--- src/rtl/mem_arb_pkg.sv ---
// mem_arb_pkg: shared types, constants and helpers for the mem_data arbiter.
package mem_arb_pkg;

  typedef enum logic {
    PORT_CORE = 1'b0,
    PORT_AUX  = 1'b1
  } port_id_t;

  localparam int unsigned MEM_ARB_NUM_PORTS = 2;

  // True when a 16-bit word address falls inside a 2**addr_len word window.
  function automatic logic in_window(input logic [15:0] addr, input int unsigned addr_len);
    if (addr_len >= 16) begin
      return 1'b1;
    end
    return ((addr >> addr_len) == 16'd0);
  endfunction

endpackage

--- src/rtl/mem_arb_select.sv ---
// mem_arb_select: combinational grant selection for the two-port mem_data arbiter.
// The tie-break winner is supplied by the top (round-robin pointer or fixed core priority).
module mem_arb_select
  import mem_arb_pkg::*;
(
  input  logic [MEM_ARB_NUM_PORTS-1:0] valid,
  input  logic [MEM_ARB_NUM_PORTS-1:0] lock,
  input  logic                         lock_active,
  input  port_id_t                     lock_owner,
  input  logic                         lock_expired,
  input  port_id_t                     tie_winner,
  output port_id_t                     grant,
  output logic                         grant_any
);

  port_id_t other;
  logic     held;

  // Owner keeps the grant while it still wants it; an expired lock hands over to a waiting port.
  always_comb begin
    grant     = PORT_CORE;
    grant_any = |valid;
    other     = port_id_t'(~lock_owner);
    held      = lock_active && valid[lock_owner] && lock[lock_owner] && !lock_expired;
    if (held) begin
      grant = lock_owner;
    end else if (lock_expired && valid[other]) begin
      grant = other;
    end else if (&valid) begin
      grant = tie_winner;
    end else if (valid[PORT_AUX]) begin
      grant = PORT_AUX;
    end
  end

endmodule

--- src/rtl/mem_data_arbiter.sv ---
// mem_data_arbiter: shares one single-port mem_data between the core port (0) and an
// auxiliary port (1). One access per cycle, address-window enforcement, bounded locking,
// one-cycle registered read valid.
// Build option: MEM_ARB_ROUND_ROBIN_EN selects round-robin tie-break; otherwise port 0 wins ties.
module mem_data_arbiter
  import mem_arb_pkg::*;
#(
  parameter int unsigned p_WORD_LEN = 16,
  parameter int unsigned p_ADDR_LEN = 10,
  parameter int unsigned p_LOCK_MAX = 4
) (
  input  logic                  i_clk,
  input  logic                  i_rst_n,
  input  logic                  i_req0_valid,
  input  logic                  i_req0_wr_en,
  input  logic [15:0]           i_req0_addr,
  input  logic [p_WORD_LEN-1:0] i_req0_wr_data,
  input  logic                  i_req0_lock,
  output logic                  o_req0_ready,
  output logic                  o_req0_rd_valid,
  output logic [p_WORD_LEN-1:0] o_req0_rd_data,
  input  logic                  i_req1_valid,
  input  logic                  i_req1_wr_en,
  input  logic [15:0]           i_req1_addr,
  input  logic [p_WORD_LEN-1:0] i_req1_wr_data,
  input  logic                  i_req1_lock,
  output logic                  o_req1_ready,
  output logic                  o_req1_rd_valid,
  output logic [p_WORD_LEN-1:0] o_req1_rd_data,
  output logic                  o_mem_wr_en,
  output logic [p_ADDR_LEN-1:0] o_mem_addr,
  output logic [p_WORD_LEN-1:0] o_mem_wr_data,
  input  logic [p_WORD_LEN-1:0] i_mem_rd_data
);

  localparam int unsigned CNT_W = $clog2(p_LOCK_MAX + 1);

  logic [MEM_ARB_NUM_PORTS-1:0] valid;
  logic [MEM_ARB_NUM_PORTS-1:0] lock;
  port_id_t                     grant;
  logic                         grant_any;
  port_id_t                     tie_winner;

  logic                         lock_active, lock_active_n;
  port_id_t                     lock_owner, lock_owner_n;
  logic [CNT_W-1:0]             lock_cnt, lock_cnt_n;
  logic                         lock_expired;
  logic                         other_valid;

  logic                         sel_wr_en;
  logic [15:0]                  sel_addr;
  logic [p_WORD_LEN-1:0]        sel_wr_data;
  logic                         sel_lock;
  logic                         sel_in_window;

  logic                         rd_pend;
  port_id_t                     rd_port;
  logic                         rd_oob;
  logic [p_WORD_LEN-1:0]        ret_data;
  logic [p_WORD_LEN-1:0]        rd_hold0, rd_hold1;

  assign valid = {i_req1_valid, i_req0_valid};
  assign lock  = {i_req1_lock, i_req0_lock};

  assign lock_expired = lock_active && (lock_cnt == CNT_W'(p_LOCK_MAX));

`ifdef MEM_ARB_ROUND_ROBIN_EN
  port_id_t rr_ptr;

  // Pointer moves to the non-granted port after every grant made without a lock request.
  always_ff @(posedge i_clk or negedge i_rst_n) begin
    if (!i_rst_n) begin
      rr_ptr <= PORT_CORE;
    end else if (grant_any && !sel_lock) begin
      rr_ptr <= port_id_t'(~grant);
    end
  end

  assign tie_winner = rr_ptr;
`else
  assign tie_winner = PORT_CORE;
`endif

  mem_arb_select u_select (
    .valid        (valid),
    .lock         (lock),
    .lock_active  (lock_active),
    .lock_owner   (lock_owner),
    .lock_expired (lock_expired),
    .tie_winner   (tie_winner),
    .grant        (grant),
    .grant_any    (grant_any)
  );

  assign o_req0_ready = grant_any && (grant == PORT_CORE);
  assign o_req1_ready = grant_any && (grant == PORT_AUX);

  // Steer the accepted request's fields; everything reads as zero when idle.
  always_comb begin
    sel_wr_en   = 1'b0;
    sel_addr    = '0;
    sel_wr_data = '0;
    sel_lock    = 1'b0;
    if (grant_any) begin
      if (grant == PORT_AUX) begin
        sel_wr_en   = i_req1_wr_en;
        sel_addr    = i_req1_addr;
        sel_wr_data = i_req1_wr_data;
        sel_lock    = i_req1_lock;
      end else begin
        sel_wr_en   = i_req0_wr_en;
        sel_addr    = i_req0_addr;
        sel_wr_data = i_req0_wr_data;
        sel_lock    = i_req0_lock;
      end
    end
  end

  assign sel_in_window = in_window(sel_addr, p_ADDR_LEN);
  assign o_mem_wr_en   = grant_any && sel_wr_en && sel_in_window;
  assign o_mem_addr    = sel_addr[p_ADDR_LEN-1:0];
  assign o_mem_wr_data = sel_wr_data;

  assign other_valid = valid[~grant];

  // Lock bookkeeping: an unlocked grant, an idle cycle or an owner change restarts the count.
  always_comb begin
    lock_active_n = 1'b0;
    lock_owner_n  = PORT_CORE;
    lock_cnt_n    = '0;
    if (grant_any && sel_lock) begin
      lock_active_n = 1'b1;
      lock_owner_n  = grant;
      if (lock_active && (lock_owner == grant)) begin
        lock_cnt_n = lock_cnt;
      end
      if (other_valid) begin
        lock_cnt_n = lock_cnt_n + CNT_W'(1);
      end
    end
  end

  // Lock state register.
  always_ff @(posedge i_clk or negedge i_rst_n) begin
    if (!i_rst_n) begin
      lock_active <= 1'b0;
      lock_owner  <= PORT_CORE;
      lock_cnt    <= '0;
    end else begin
      lock_active <= lock_active_n;
      lock_owner  <= lock_owner_n;
      lock_cnt    <= lock_cnt_n;
    end
  end

  // Remember an accepted read so its data can be returned to the right port next cycle.
  always_ff @(posedge i_clk or negedge i_rst_n) begin
    if (!i_rst_n) begin
      rd_pend <= 1'b0;
      rd_port <= PORT_CORE;
      rd_oob  <= 1'b0;
    end else begin
      rd_pend <= grant_any && !sel_wr_en;
      rd_port <= grant;
      rd_oob  <= !sel_in_window;
    end
  end

  assign ret_data        = rd_oob ? '0 : i_mem_rd_data;
  assign o_req0_rd_valid = rd_pend && (rd_port == PORT_CORE);
  assign o_req1_rd_valid = rd_pend && (rd_port == PORT_AUX);

  // Capture returned data so each port's rd_data holds until its next return.
  always_ff @(posedge i_clk or negedge i_rst_n) begin
    if (!i_rst_n) begin
      rd_hold0 <= '0;
      rd_hold1 <= '0;
    end else begin
      if (o_req0_rd_valid) rd_hold0 <= ret_data;
      if (o_req1_rd_valid) rd_hold1 <= ret_data;
    end
  end

  // The return cycle shows the memory data directly; the hold register covers later cycles.
  assign o_req0_rd_data = o_req0_rd_valid ? ret_data : rd_hold0;
  assign o_req1_rd_data = o_req1_rd_valid ? ret_data : rd_hold1;

endmodule
--- config.mk ---
export PLATFORM = sky130hd
export DESIGN_NAME = mem_data_arbiter
export DESIGN_NICKNAME = d
export VERILOG_FILES = /design/src/rtl/mem_arb_pkg.sv /design/src/rtl/mem_arb_select.sv /design/src/rtl/mem_data_arbiter.sv
export SDC_FILE = /design/constraint.sdc
export NUM_CORES = 1
export LEC_CHECK = 0
export BUFFER_PORTS_ARGS = -buffer_cell sky130_fd_sc_hd__buf_2
export CAP_MARGIN = 20
export CORE_ASPECT_RATIO = 2
export CORE_MARGIN = 4
export CORE_UTILIZATION = 25
export DETAILED_ROUTE_END_ITERATION = 6
export PLACE_DENSITY = 0.63
export SLEW_MARGIN = 20
export SYNTH_ARGS = -nofsm -noshare
export SYNTH_HDL_FRONTEND = slang
export SYNTH_SLANG_ARGS = --single-unit
--- constraint.sdc ---
create_clock -name i_clk -period 4.1 [get_ports i_clk]
set_input_delay 0.82 -clock i_clk [delete_from_list [all_inputs] [get_ports i_clk]]
set_output_delay 0.82 -clock i_clk [all_outputs]
set_load 0.005 [all_outputs]
==> results.py <==
metrics = {
    "pwr": {
        "powerDensity_nw_per_um2": 403,
        "netSwitchingPower_mw": 0.325,
        "p_int_mw": 0.918,
        "seq_power_share_pct": 39.3,
        "power.leakage_nw": 1.67,
        "vdd_ir_drop_max_v": 0.000144,
        "sw_frac_of_total_pct": 26.1,
        "combPwrFrac_pct": 23.1,
        "clkPwrFrac_pct": 37.6,
    },
    "synthesis": {
        "syn_area_per_cell_um2": 9.27,
        "syn-num-nets": 315,
        "synth_flop_cell": "dfrtp_1",
        "synth.cell_area_um2": 2090,
        "synth-edff-count": 0,
        "ys_seq_area_share_pct": 47.8,
        "ys_async_sr_fraction_pct": 100,
        "yosys.cell_types.count": 39,
        "netlist_instances": 226,
        "yosys_warnings": 0,
        "ys_ff_latch": 40,
    },
    "detailed_routing": {
        "wl_per_cell_um": 14.9,
        "dr.pass1.iters": 4,
        "drc": 0,
        "vias_per_cell": 4.81,
        "antenna_left": 0,
        "via_count": 2248,
        "drt-initial-drc-count": 88,
        "drt-total-wl_mm": 6.96,
    },
    "setup_path": {
        "required_ns": 3.28,
        "startpoint_type": "flip-flop",
        "r2r_setup_slack_ns": 1.88,
        "slowest_delay_ns": 0.60,
        "slowest_stage": "or4b_1",
        "crit_fanout": 28,
        "path_cells": "or4b_1 > o211a_2 > nor2_8 > a22o_1 > buf_2",
        "critPathCaptureType": "primary output",
        "critPathArrivalTime_ns": 2.29,
        "critPathKind": "flip-flop to primary output",
    },
    "sta": {
        "worstMarginPinSlew_ns": 1.01,
        "hold_violations": 0,
        "finalSetupViolCount": 0,
        "hold_ws_ns": 0.489,
        "period_minus_slack_ns": 3.11,
        "fmaxAchievable_ghz": 0.322,
        "tns_ns": 0,
        "slew_headroom_pct": 32.2,
        "fin_ws_ns": 0.991,
        "report.final.slew_viol_count": 0,
        "fin_crit_sh_pct": 75.8,
        "fin_worst_skew_ns": 0.00459,
        "rsz0062_at_grt": "no",
    },
    "floorplanning": {
        "core_area_um2": 8230,
        "die_h_um": 137,
        "ioPinCount": 151,
        "start_util_pct": 25.4,
        "rows": 47,
        "dieArea_um2": 10000,
        "die_w_um": 72.7,
    },
    "cells_and_area": {
        "drive_gt1_share_pct": 44.7,
        "layout_commonest_cell": "buf_2",
        "layout.nets": 457,
        "antennaDiodeCount": 0,
        "fin_util_pct": 37.5,
        "syn_to_final_growth_pct": 47.4,
        "layout_common_cells": "150 x buf_2, 41 x nand2_1, 40 x dfrtp_1",
    },
    "grt": {
        "grt_usage_pct": 13.4,
        "grt_pass1_vias": 2197,
        "grt_remaining_overflow": 0,
        "grt_first_pass_wirelength_mm": 10.4,
        "antenna_found_initial": 0,
        "grt_max_degree": 41,
    },
    "clocking": {
        "cts_buffer_depth": 2,
        "root_buffer": "clkbuf_16",
        "path_clk_slew_ns": 0.06,
        "cts_tree": "yes",
        "clk_latency_ns": 0.28,
        "cts_resized": 0,
        "cts_buffers": 5,
        "hold_buffers": 0,
        "htree_num_levels": 2,
        "postCtsSetupBuffers": 0,
        "clkSinkCount": 40,
    },
    "run_status": {
        "outcome": "finished clean",
    },
    "placed_design": {
        "routabilityCongestion": 0.911,
        "post-place-ws_ns": 1.15,
        "portBuffers": 150,
        "hpwl_mm": 5.42,
    },
    "job": {
        "maxCapViolCount": 0,
    },
    "hold_path": {
        "hold_class": "flip-flop to flip-flop",
    },
}
registers in the layout (all words and copies together) (netlist names):
name / flops
rd_hold0: 16
rd_port: 1
rd_oob: 1
lock_cnt: 3
rd_hold1: 16
lock_owner: 1
lock_active: 1
rd_pend: 1
area by class of cell:
cell class,instances,area (um2)
inverter,5,18.8
tap,98,123
multi-input combinational,165,1000
clock buffer,7,153
sequential,40,1000
fill,869,5140
clock inverter,1,30.0
timing repair buffer,151,758
worst max-delay path, delay by kind of cell (launching register included):
| family | cells | cell delay [ns] |
|---|---|---|
| AOI/OAI and AO/OA | 2 | 0.43 |
| buffers and inverters | 1 | 0.11 |
| DFF | 1 | 0.51 |
| and+or+nand+nor | 2 | 0.94 |
power groups by stage:
stage                     combinational (mW)  clock (mW)  sequential, mW
final                                  0.287       0.468           0.488
after global routing                   0.324       0.500           0.494
after CTS                              0.294       0.484           0.489
after detailed placement               0.293           0           0.496
after global placement                 0.287           0           0.493
after floorplan                        0.139           0           0.484
cell usage after synthesis, drive strengths merged (2+ instances only):
| cell | instances | share of area (%) |
|---|---|---|
| nor2 | 6 | 1.9 |
| o21ai | 36 | 8.6 |
| inv | 5 | 0.90 |
| nand2 | 41 | 7.3 |
| clkbuf | 10 | 1.8 |
| a21oi | 2 | 0.48 |
| buf | 6 | 2.0 |
| a22o | 26 | 11 |
| a21o | 2 | 0.72 |
| a31oi | 4 | 1.2 |
| nand2b | 20 | 6.0 |
| and2 | 2 | 0.60 |
| nor3 | 4 | 0.96 |
| a211oi | 2 | 0.72 |
| nor3b | 2 | 0.96 |
| dfrtp | 40 | 48 |
cells by family (layout without fill, tap and decap cells):
| logic type | count (synthesis) | after routing | synth area share, % |
|---|---|---|---|
| adders and majority gates | 1 | 1 | 0.597 |
| buffers and inverters | 21 | 164 | 4.66 |
| DFF | 40 | 40 | 47.8 |
| and+or+nand+nor | 82 | 82 | 20.2 |
| AOI/OAI and AO/OA | 81 | 81 | 26.3 |
| xor gates and xnor gates | 1 | 1 | 0.418 |
path summary, 6_finish.rpt:
kind,start,end,depth (start not counted)
worst max-delay path,lock_owner,o_mem_addr[8],5
worst min-delay path,rd_hold1[6],rd_hold1[6],2
worst max register to register,lock_cnt[0],lock_cnt[1],7
worst min register to register,rd_hold1[6],rd_hold1[6],2
max in group asynchronous,i_rst_n,rd_hold1[9],1
min in group asynchronous,i_rst_n,rd_hold0[4],1
metrics by stage:
step	std cells	total power, mW	instance area, um2
after floorplan	226	0.623	2090
after global placement	459	0.780	2900
after detailed placement	459	0.789	2900
after CTS	467	1.27	3090
after global routing	467	1.32	3090
final	467	1.24	3090
layer usage:
metal | GRT usage, % | part of all wire, % | up-vias
li1 | - | - | 1095
met1 | 14.8 | 37 | 1047
met2 | 24.4 | 55 | 97
met3 | 2.63 | 6.0 | 9
met4 | 5.44 | 1.9 | 0
met5 | 0 | 0 | -
No activity file was read; power rests on OpenSTA's default activity.
